## config.mk

```make
export PLATFORM = sky130hd
export DESIGN_NAME = mem_port_arbiter_flat
export DESIGN_NICKNAME = d
export VERILOG_FILES = /design/src/rtl/mem_arb_pkg.sv /design/src/rtl/mem_port_arbiter_if.sv /design/src/rtl/rr_arbiter2.sv /design/src/rtl/mem_port_arbiter.sv /design/src/flat_wrapper.sv
export SDC_FILE = /design/constraint.sdc
export NUM_CORES = 1
export LEC_CHECK = 0
export CORE_ASPECT_RATIO = 1.5
export CORE_MARGIN = 2
export CORE_UTILIZATION = 40
export CTS_BUF_LIST = sky130_fd_sc_hd__clkbuf_8
export CTS_CLUSTER_DIAMETER = 200
export CTS_CLUSTER_SIZE = 14
export DETAILED_ROUTE_END_ITERATION = 12
export PLACE_DENSITY = 0.85
export SLEW_MARGIN = 20
export SYNTH_ARGS = -nofsm -noshare
export SYNTH_HDL_FRONTEND = slang
export SYNTH_SLANG_ARGS = --single-unit
```

## constraint.sdc

```tcl
create_clock -name clock -period 1.7 [get_ports clock]
set_input_delay 0.255 -clock clock [delete_from_list [all_inputs] [get_ports clock]]
set_output_delay 0.255 -clock clock [all_outputs]
set_load 0.005 [all_outputs]
```

## src/rtl/mem_arb_pkg.sv

```systemverilog
// Shared types for the I/D memory port arbiter: size codes, FSM states, source ids,
// the latched request record and the address/size legality check.
package mem_arb_pkg;

    typedef enum logic [1:0] {
        SZ_BYTE = 2'd0,
        SZ_HALF = 2'd1,
        SZ_UNAL = 2'd2,
        SZ_WORD = 2'd3
    } size_e;

    typedef enum logic [1:0] {
        ST_IDLE  = 2'd0,
        ST_SERVE = 2'd1,
        ST_RESP  = 2'd2
    } state_e;

    typedef enum logic {
        SRC_I = 1'b0,
        SRC_D = 1'b1
    } src_e;

    typedef struct packed {
        logic        we;
        logic [31:0] addr;
        logic [31:0] wdata;
        size_e       size;
        src_e        src;
        logic        bad;
    } req_t;

    // Outside the memory region, or misaligned for its access size.
    function automatic logic req_is_bad(input logic [31:0] addr, input size_e size,
                                        input logic [15:0] region);
        return (addr[31:16] != region) ||
               (size == SZ_UNAL) ||
               ((size == SZ_HALF) && addr[0]) ||
               ((size == SZ_WORD) && (addr[1:0] != 2'b00));
    endfunction

endpackage

```

## src/rtl/mem_port_arbiter_if.sv

```systemverilog
// Bus bundle between the fetch/LSU requesters, the arbiter and the memory instance.
// slave = arbiter view, master = core + memory view.
interface mem_port_arbiter_if;
    logic        i_req;
    logic [31:0] i_addr;
    logic        i_ack;
    logic [31:0] i_rdata;
    logic        i_err;

    logic        d_req;
    logic        d_we;
    logic [31:0] d_addr;
    logic [31:0] d_wdata;
    logic [1:0]  d_size;
    logic        d_ack;
    logic [31:0] d_rdata;
    logic        d_err;

    logic [31:0] mem_addr;
    logic [31:0] mem_wdata;
    logic [1:0]  mem_size;
    logic        mem_we;
    logic        mem_re;
    logic [31:0] mem_rdata;

    modport slave (
        input  i_req, i_addr, d_req, d_we, d_addr, d_wdata, d_size, mem_rdata,
        output i_ack, i_rdata, i_err, d_ack, d_rdata, d_err,
               mem_addr, mem_wdata, mem_size, mem_we, mem_re
    );

    modport master (
        output i_req, i_addr, d_req, d_we, d_addr, d_wdata, d_size, mem_rdata,
        input  i_ack, i_rdata, i_err, d_ack, d_rdata, d_err,
               mem_addr, mem_wdata, mem_size, mem_we, mem_re
    );
endinterface

```

## src/rtl/rr_arbiter2.sv

```systemverilog
// Two-way round-robin grant; purely combinational, the last-grant register lives in the parent.
module rr_arbiter2
    import mem_arb_pkg::*;
(
    input  logic [1:0] req,       // bit SRC_I = fetch, bit SRC_D = load/store
    input  src_e       last_gnt,
    output logic       gnt_valid,
    output src_e       gnt_src
);

    always_comb begin
        gnt_valid = |req;
        gnt_src   = SRC_I;
        if (req[1] && req[0]) begin
            gnt_src = (last_gnt == SRC_I) ? SRC_D : SRC_I;
        end else if (req[1]) begin
            gnt_src = SRC_D;
        end
    end

endmodule

```

## src/rtl/mem_port_arbiter.sv

```systemverilog
// Round-robin arbiter sharing the single-ported memory between fetch (I) and load/store (D).
// Optional build macro MEM_PORT_ARB_RANGE_CHECK_EN rejects out-of-region/misaligned requests.
//
// state    | meaning
// ST_IDLE  | waiting for a request; winner is latched on the closing edge
// ST_SERVE | memory driven from the latched request; read data captured on the closing edge
// ST_RESP  | one-cycle ack to the served source; memory strobes low
module mem_port_arbiter
    import mem_arb_pkg::*;
#(
    parameter logic [15:0] MEM_ADDR = 16'h1000,
    parameter logic        RR_INIT  = 1'b1
) (
    input  logic                clock,
    input  logic                reset,
    mem_port_arbiter_if.slave   bus,
    output logic                busy
);

`ifdef MEM_PORT_ARB_RANGE_CHECK_EN
    localparam logic RANGE_CHECK = 1'b1;
`else
    localparam logic RANGE_CHECK = 1'b0;
`endif

    state_e state;
    state_e state_nxt;
    src_e   last_gnt;
    req_t   lat;
    req_t   req_win;
    logic   gnt_valid;
    src_e   gnt_src;

    rr_arbiter2 u_rr (
        .req       ({bus.d_req, bus.i_req}),
        .last_gnt  (last_gnt),
        .gnt_valid (gnt_valid),
        .gnt_src   (gnt_src)
    );

    // Fetches are always word reads.
    always_comb begin
        if (gnt_src == SRC_D) begin
            req_win = '{we: bus.d_we, addr: bus.d_addr, wdata: bus.d_wdata,
                        size: size_e'(bus.d_size), src: SRC_D, bad: 1'b0};
        end else begin
            req_win = '{we: 1'b0, addr: bus.i_addr, wdata: 32'h0,
                        size: SZ_WORD, src: SRC_I, bad: 1'b0};
        end
        req_win.bad = RANGE_CHECK & req_is_bad(req_win.addr, req_win.size, MEM_ADDR);
    end

    always_ff @(posedge clock) begin
        if (reset) begin
            state    <= ST_IDLE;
            last_gnt <= src_e'(RR_INIT);
            lat      <= '0;
        end else begin
            state <= state_nxt;
            if ((state == ST_IDLE) && gnt_valid) begin
                lat      <= req_win;
                last_gnt <= gnt_src;
            end
        end
    end

    // Only the served side's data/err registers move; both hold outside their ack.
    always_ff @(posedge clock) begin
        if (reset) begin
            bus.i_rdata <= '0;
            bus.i_err   <= 1'b0;
            bus.d_rdata <= '0;
            bus.d_err   <= 1'b0;
        end else if (state == ST_SERVE) begin
            if (lat.src == SRC_I) begin
                bus.i_rdata <= lat.bad ? 32'h0 : bus.mem_rdata;
                bus.i_err   <= lat.bad;
            end else begin
                bus.d_rdata <= lat.bad ? 32'h0 : bus.mem_rdata;
                bus.d_err   <= lat.bad;
            end
        end
    end

    always_comb begin
        state_nxt     = state;
        bus.mem_addr  = '0;
        bus.mem_wdata = '0;
        bus.mem_size  = '0;
        bus.mem_we    = 1'b0;
        bus.mem_re    = 1'b0;
        bus.i_ack     = 1'b0;
        bus.d_ack     = 1'b0;
        case (state)
            ST_IDLE: begin
                if (gnt_valid) state_nxt = ST_SERVE;
            end
            ST_SERVE: begin
                state_nxt = ST_RESP;
                if (!reset) begin
                    bus.mem_addr  = lat.addr;
                    bus.mem_wdata = lat.wdata;
                    bus.mem_size  = lat.size;
                    bus.mem_we    = lat.we & ~lat.bad;
                    bus.mem_re    = ~lat.we & ~lat.bad;
                end
            end
            ST_RESP: begin
                state_nxt = ST_IDLE;
                if (!reset) begin
                    bus.i_ack = (lat.src == SRC_I);
                    bus.d_ack = (lat.src == SRC_D);
                end
            end
            default: state_nxt = ST_IDLE;
        endcase
    end

    assign busy = (state != ST_IDLE);

endmodule

```

## src/flat_wrapper.sv

```systemverilog
// flat-port wrapper written by rule: the top's interface ports become plain ports
module mem_port_arbiter_flat import mem_arb_pkg::*;
#(
    parameter logic [15:0] MEM_ADDR = 16'h1000,
    parameter logic        RR_INIT  = 1'b1
)
  (clock, reset, busy, bus_i_req, bus_i_addr, bus_d_req, bus_d_we, bus_d_addr, bus_d_wdata, bus_d_size, bus_mem_rdata, bus_i_ack, bus_i_rdata, bus_i_err, bus_d_ack, bus_d_rdata, bus_d_err, bus_mem_addr, bus_mem_wdata, bus_mem_size, bus_mem_we, bus_mem_re);
  mem_port_arbiter_if bus_i ();
  input  logic clock;
  input  logic reset;
  output logic busy;
  input wire logic [$bits(bus_i.i_req)-1:0] bus_i_req;
  input wire logic [$bits(bus_i.i_addr)-1:0] bus_i_addr;
  input wire logic [$bits(bus_i.d_req)-1:0] bus_d_req;
  input wire logic [$bits(bus_i.d_we)-1:0] bus_d_we;
  input wire logic [$bits(bus_i.d_addr)-1:0] bus_d_addr;
  input wire logic [$bits(bus_i.d_wdata)-1:0] bus_d_wdata;
  input wire logic [$bits(bus_i.d_size)-1:0] bus_d_size;
  input wire logic [$bits(bus_i.mem_rdata)-1:0] bus_mem_rdata;
  output wire logic [$bits(bus_i.i_ack)-1:0] bus_i_ack;
  output wire logic [$bits(bus_i.i_rdata)-1:0] bus_i_rdata;
  output wire logic [$bits(bus_i.i_err)-1:0] bus_i_err;
  output wire logic [$bits(bus_i.d_ack)-1:0] bus_d_ack;
  output wire logic [$bits(bus_i.d_rdata)-1:0] bus_d_rdata;
  output wire logic [$bits(bus_i.d_err)-1:0] bus_d_err;
  output wire logic [$bits(bus_i.mem_addr)-1:0] bus_mem_addr;
  output wire logic [$bits(bus_i.mem_wdata)-1:0] bus_mem_wdata;
  output wire logic [$bits(bus_i.mem_size)-1:0] bus_mem_size;
  output wire logic [$bits(bus_i.mem_we)-1:0] bus_mem_we;
  output wire logic [$bits(bus_i.mem_re)-1:0] bus_mem_re;
  assign bus_i.i_req = bus_i_req;
  assign bus_i.i_addr = bus_i_addr;
  assign bus_i.d_req = bus_d_req;
  assign bus_i.d_we = bus_d_we;
  assign bus_i.d_addr = bus_d_addr;
  assign bus_i.d_wdata = bus_d_wdata;
  assign bus_i.d_size = bus_d_size;
  assign bus_i.mem_rdata = bus_mem_rdata;
  assign bus_i_ack = bus_i.i_ack;
  assign bus_i_rdata = bus_i.i_rdata;
  assign bus_i_err = bus_i.i_err;
  assign bus_d_ack = bus_i.d_ack;
  assign bus_d_rdata = bus_i.d_rdata;
  assign bus_d_err = bus_i.d_err;
  assign bus_mem_addr = bus_i.mem_addr;
  assign bus_mem_wdata = bus_i.mem_wdata;
  assign bus_mem_size = bus_i.mem_size;
  assign bus_mem_we = bus_i.mem_we;
  assign bus_mem_re = bus_i.mem_re;
  mem_port_arbiter #(.MEM_ADDR(MEM_ADDR), .RR_INIT(RR_INIT)) u_core (.clock(clock), .reset(reset), .bus(bus_i), .busy(busy));
endmodule
```

==> flow_results.org <==
** Timing
- Final min period :: between 1500 and 2000 ps
- Final worst clock skew :: ~12 ps
- Pin slew with the least headroom to its limit :: between 500 and 600 ps
- Post-route worst setup slack :: -260.2 ps
- Setup repair after global routing missed its margin :: yes
- After routing, the total negative slack on setup checks comes to -11510 ps.
- Static timing analysis puts the maximum clock frequency at 510.2 MHz.
- The final critical path takes up 115.3% of the cycle.
- The worst pin sits at a relative slew slack of roughly 63%.
- Setup violations remaining at the end of the flow were counted as around 70.
- The final hold violation count came to 0.
- The max-slew violation count is 0.

** Hold path
- The worst hold path begins at reset.
- The path class of the tightest hold or removal check is primary input to flip-flop.
- Hold EP :: u_core.bus.i_rdata[30]$_SDFFE_PP0P_
- The worst hold path passes through 3 cells.

** CTS
- In this run the clock root is driven by a sky130_fd_sc_hd__clkbuf_8.
- Insertion delay of the later-clocked pin in the worst-skew pair :: roughly 430 ps
- TritonCTS built the clock tree.
- The clock drives ~140 sinks.
- Bufs on Longest Clock Path :: 2
- Clock-pin slew was measured on the worst setup and hold paths at ~90 ps.
- Maximum level of the CTS H-tree :: 4
- Number of buffers created by CTS :: 17

** Final layout
- The finished cells cover about 0.0098 mm2.
- At the end of the flow, the number of nets in the layout was about 1100.
- Of the cells placed in the final design, the portion with a size suffix greater than 1 is between 20% and 30%.
- Area Growth Syn to Fin :: 65.85%
- Once layout is complete, the cells apart from fillers number between 1000 and 1500.

** Yosys
- Gate count of the mapped netlist :: approximately 720
- sky130_fd_sc_hd__dfxtp_1 takes more of the synthesized area than any other cell.
- The synthesized design devotes to its leading area cell type ~46% of total area.
- Averaged over all synthesized cells, the footprint is between 8 and 9 um2.
- The number of different library cells used by synthesis comes to 33.
- Post-synthesis register bit count :: between 100 and 150
- For this run, asynchronously set or reset flops after synthesis account for 0%.
- Post-Syn Area :: roughly 0.006 mm2
- Top cells by area in the synthesized netlist :: sky130_fd_sc_hd__dfxtp_1 46%, sky130_fd_sc_hd__nand2_1 12%, sky130_fd_sc_hd__a21oi_1 11%
- Main flop type after synthesis :: sky130_fd_sc_hd__dfxtp_1
- For this run, the number of Yosys warnings is 0.
- Number of synthesized flops with an enable pin :: 0
- Fraction of the yosys area taken by sequential cells :: 45.75%

** Drt
- Dividing the detail-routed wire length by the instance count gives around 17 um.
- For this run, the detailed router's first-pass iteration total came to 5.
- Once detail routing completed, the nets flagged for antenna violations numbered 0.
- Total detailed-routing wirelength :: roughly 21 mm
- Violation count after the first detailed-routing iteration :: about 210
- Dividing the detail-routed via count by the number of cells gives ~5.2.
- DRC violations left :: 0
- The detailed router placed 6257 vias in this run.

** Placed design
- Count of input and output buffers :: 269
- Routability-driven placement finished with a final weighted congestion of slightly above 0.8.
- Total cell area at the placement stage :: ~0.009 mm2
- DP Wirelength :: approximately 13 mm
- At the placement stage, the worst setup path has a slack of -124.4 ps.
- Number of cells in the design after placement :: 1142

** Floorplan
- Die area :: approximately 0.016 mm2
- Effective utilization at floorplan :: 40.66%
- From left edge to right edge, the die measures around 100 um.
- Area of the core region :: roughly 0.015 mm2
- Boundary pin count :: 272
- Placement row count :: 54
- Die height :: between 150 and 200 um

** Worst setup path
- The worst register-to-register path ends at u_core.lat[3]$_SDFFE_PP0P_.
- The number of cells on the worst reg-to-reg path is 6.
- For flop-to-flop paths, the worst setup slack is 130 ps.
- The critical path in this run is classified as flip-flop to output pin.
- At the worst endpoint, the required time is 1440 ps.
- STA classifies the critical path startpoint as a flip-flop.
- STA puts the critical path data arrival time at between 1500 and 2000 ps.
- Maximum fanout along the worst path :: 4
- In this run the critical register-to-register path is launched from u_core.state[1]$_SDFFE_PP0P_.
- Worst Setup End Kind :: output pin

** Power
- In this run, the combinational gates consume between 20 and 25% of the power.
- The clock network accounts for approximately 32% of the total power.
- For this design the total switching power over the nets is about 2200 uW.
- Switch share :: ~29%
- Sequential cells burn 45.7% of the power.
- Worst VDD drop :: ~0.00058 V
- Power density of the placed cells :: 780.6 mW/mm2
- The internal portion of the total power is roughly 5400 uW.
- Leakage Power :: 0.003709 uW

** Global route
- Across every metal layer, demand over resource in global routing totals 24.81%.
- Total grt overflow :: 0
- Wire length of the first global-routing pass :: between 30 and 40 mm
- Number of antenna violations at the first check in global routing :: 1
- Entering global routing, the biggest net connects 110 pins.
- The via count of the first global-routing pass came to 6269.

** Status
- Result of the run :: complete, but fails checks
- Violations in the final reports :: setup timing

** Flow run
- Count of max-cap constraint violations :: 0
[per-stage QoR]
| step | hold WS [ps] | total power [uW] | utilization [%] |
|---|---|---|---|
| after global placement | 440.6 | 5021 | 60.81 |
| after floorplan | 391.0 | 4280 | - |
| after global routing | 340.4 | 7995 | 67.44 |
| after detailed placement | 445.7 | 5059 | 60.81 |
| after CTS | 318.1 | 7634 | 65.87 |
| final | 340.2 | 7647 | 67.44 |
[cell families after synthesis]
family | count (synthesis) | share of synthesized area [%]
buf+inv | 74 | 6.333
other cells | 1 | 0.06348
compound gates | 201 | 22.77
simple gates | 308 | 25.08
flops | 135 | 45.75
[placed cells by master (no fill, tap or decap), types with 18 or more instances in the layout]
| cell type | n |
|---|---|
| sky130_fd_sc_hd__clkdlybuf4s50_1 | 197 |
| sky130_fd_sc_hd__buf_6 | 61 |
| sky130_fd_sc_hd__o21ai_1 | 18 |
| sky130_fd_sc_hd__nand4_1 | 33 |
| sky130_fd_sc_hd__dfxtp_1 | 132 |
| sky130_fd_sc_hd__a21oi_1 | 130 |
| sky130_fd_sc_hd__nand2_1 | 193 |
| sky130_fd_sc_hd__buf_4 | 22 |
| sky130_fd_sc_hd__a311oi_2 | 30 |
| sky130_fd_sc_hd__and2_4 | 61 |
[power by group through the flow]
stage | sequential, uW | clock (uW) | combinational, uW
final | 3500 | 2470 | 1680
after global routing | 3520 | 2670 | 1810
after CTS | 3480 | 2520 | 1640
after detailed placement | 3550 | 0 | 1510
after global placement | 3540 | 0 | 1480
after floorplan | 3520 | 0 | 756
[registers in the layout, indices dropped and copies added (netlist names)]
register	cells
u_core.bus.i_rdata	32
u_core.lat	68
u_core.last_gnt	1
u_core.state	2
u_core.bus.d_rdata	32
[cells in the mapped netlist (2+ instances only)]
cell,n
sky130_fd_sc_hd__nand2_1,193
sky130_fd_sc_hd__o21ai_0,17
sky130_fd_sc_hd__nor2_4,2
sky130_fd_sc_hd__a311oi_2,30
sky130_fd_sc_hd__nand4_1,33
sky130_fd_sc_hd__buf_6,3
sky130_fd_sc_hd__buf_4,11
sky130_fd_sc_hd__a21oi_1,130
sky130_fd_sc_hd__o21ai_1,18
sky130_fd_sc_hd__clkbuf_1,31
sky130_fd_sc_hd__a311oi_1,2
sky130_fd_sc_hd__buf_2,26
sky130_fd_sc_hd__o221a_1,2
sky130_fd_sc_hd__and2_1,67
sky130_fd_sc_hd__nand3_1,2
sky130_fd_sc_hd__dfxtp_1,135
[routing by layer]
layer,track usage (%),routed length (um),vias up
li1,-,-,3004
met1,26.87,7514,2908
met2,44.28,10850,280
met3,5.441,1261,65
met4,12.03,930,0
met5,0,0,-
[critical path, cell delays in order, from the launching register on]
cell,delay [ps]
sky130_fd_sc_hd__dfxtp_2,340
sky130_fd_sc_hd__nor3b_4,220
sky130_fd_sc_hd__buf_6,150
sky130_fd_sc_hd__buf_8,120
sky130_fd_sc_hd__buf_16,120
sky130_fd_sc_hd__buf_8,110
sky130_fd_sc_hd__and2_1,110
sky130_fd_sc_hd__buf_2,110
[worst max-delay path by stage]
stage	start	to	slack (ps)	cells past startpoint
floorplan	u_core.state[0]$_SDFFE_PP0P_	bus_mem_wdata[13]	300	4
finish	u_core.state[1]$_SDFFE_PP0P_	bus_mem_addr[14]	-260	7
CTS	u_core.state[1]$_SDFFE_PP0P_	bus_mem_wdata[31]	-370	6
global placement	reset	bus_mem_size[1]	-110	5
detailed placement	reset	bus_mem_size[0]	-120	5
global route	u_core.state[0]$_SDFFE_PP0P_	bus_mem_wdata[25]	-340	7
[layout make-up]
type	instances	area [um2]
timing repair buffer	323	3468
clock buffer	17	234.0
inverter	2	7.507
tap	196	245.2
antenna	1	2.502
sequential	135	2706
fill	1144	4730
clock inverter	15	128.9
multi-input combinational	511	3004
[repair_timing]
action                     CTS  global route
resized for setup          266           145
hold buffers                 0             0
setup buffers               14             4
pin swaps                   24            24
setup endpoints to repair   71            71
cloned                       6             3
Power figures use the tool's default switching activity.
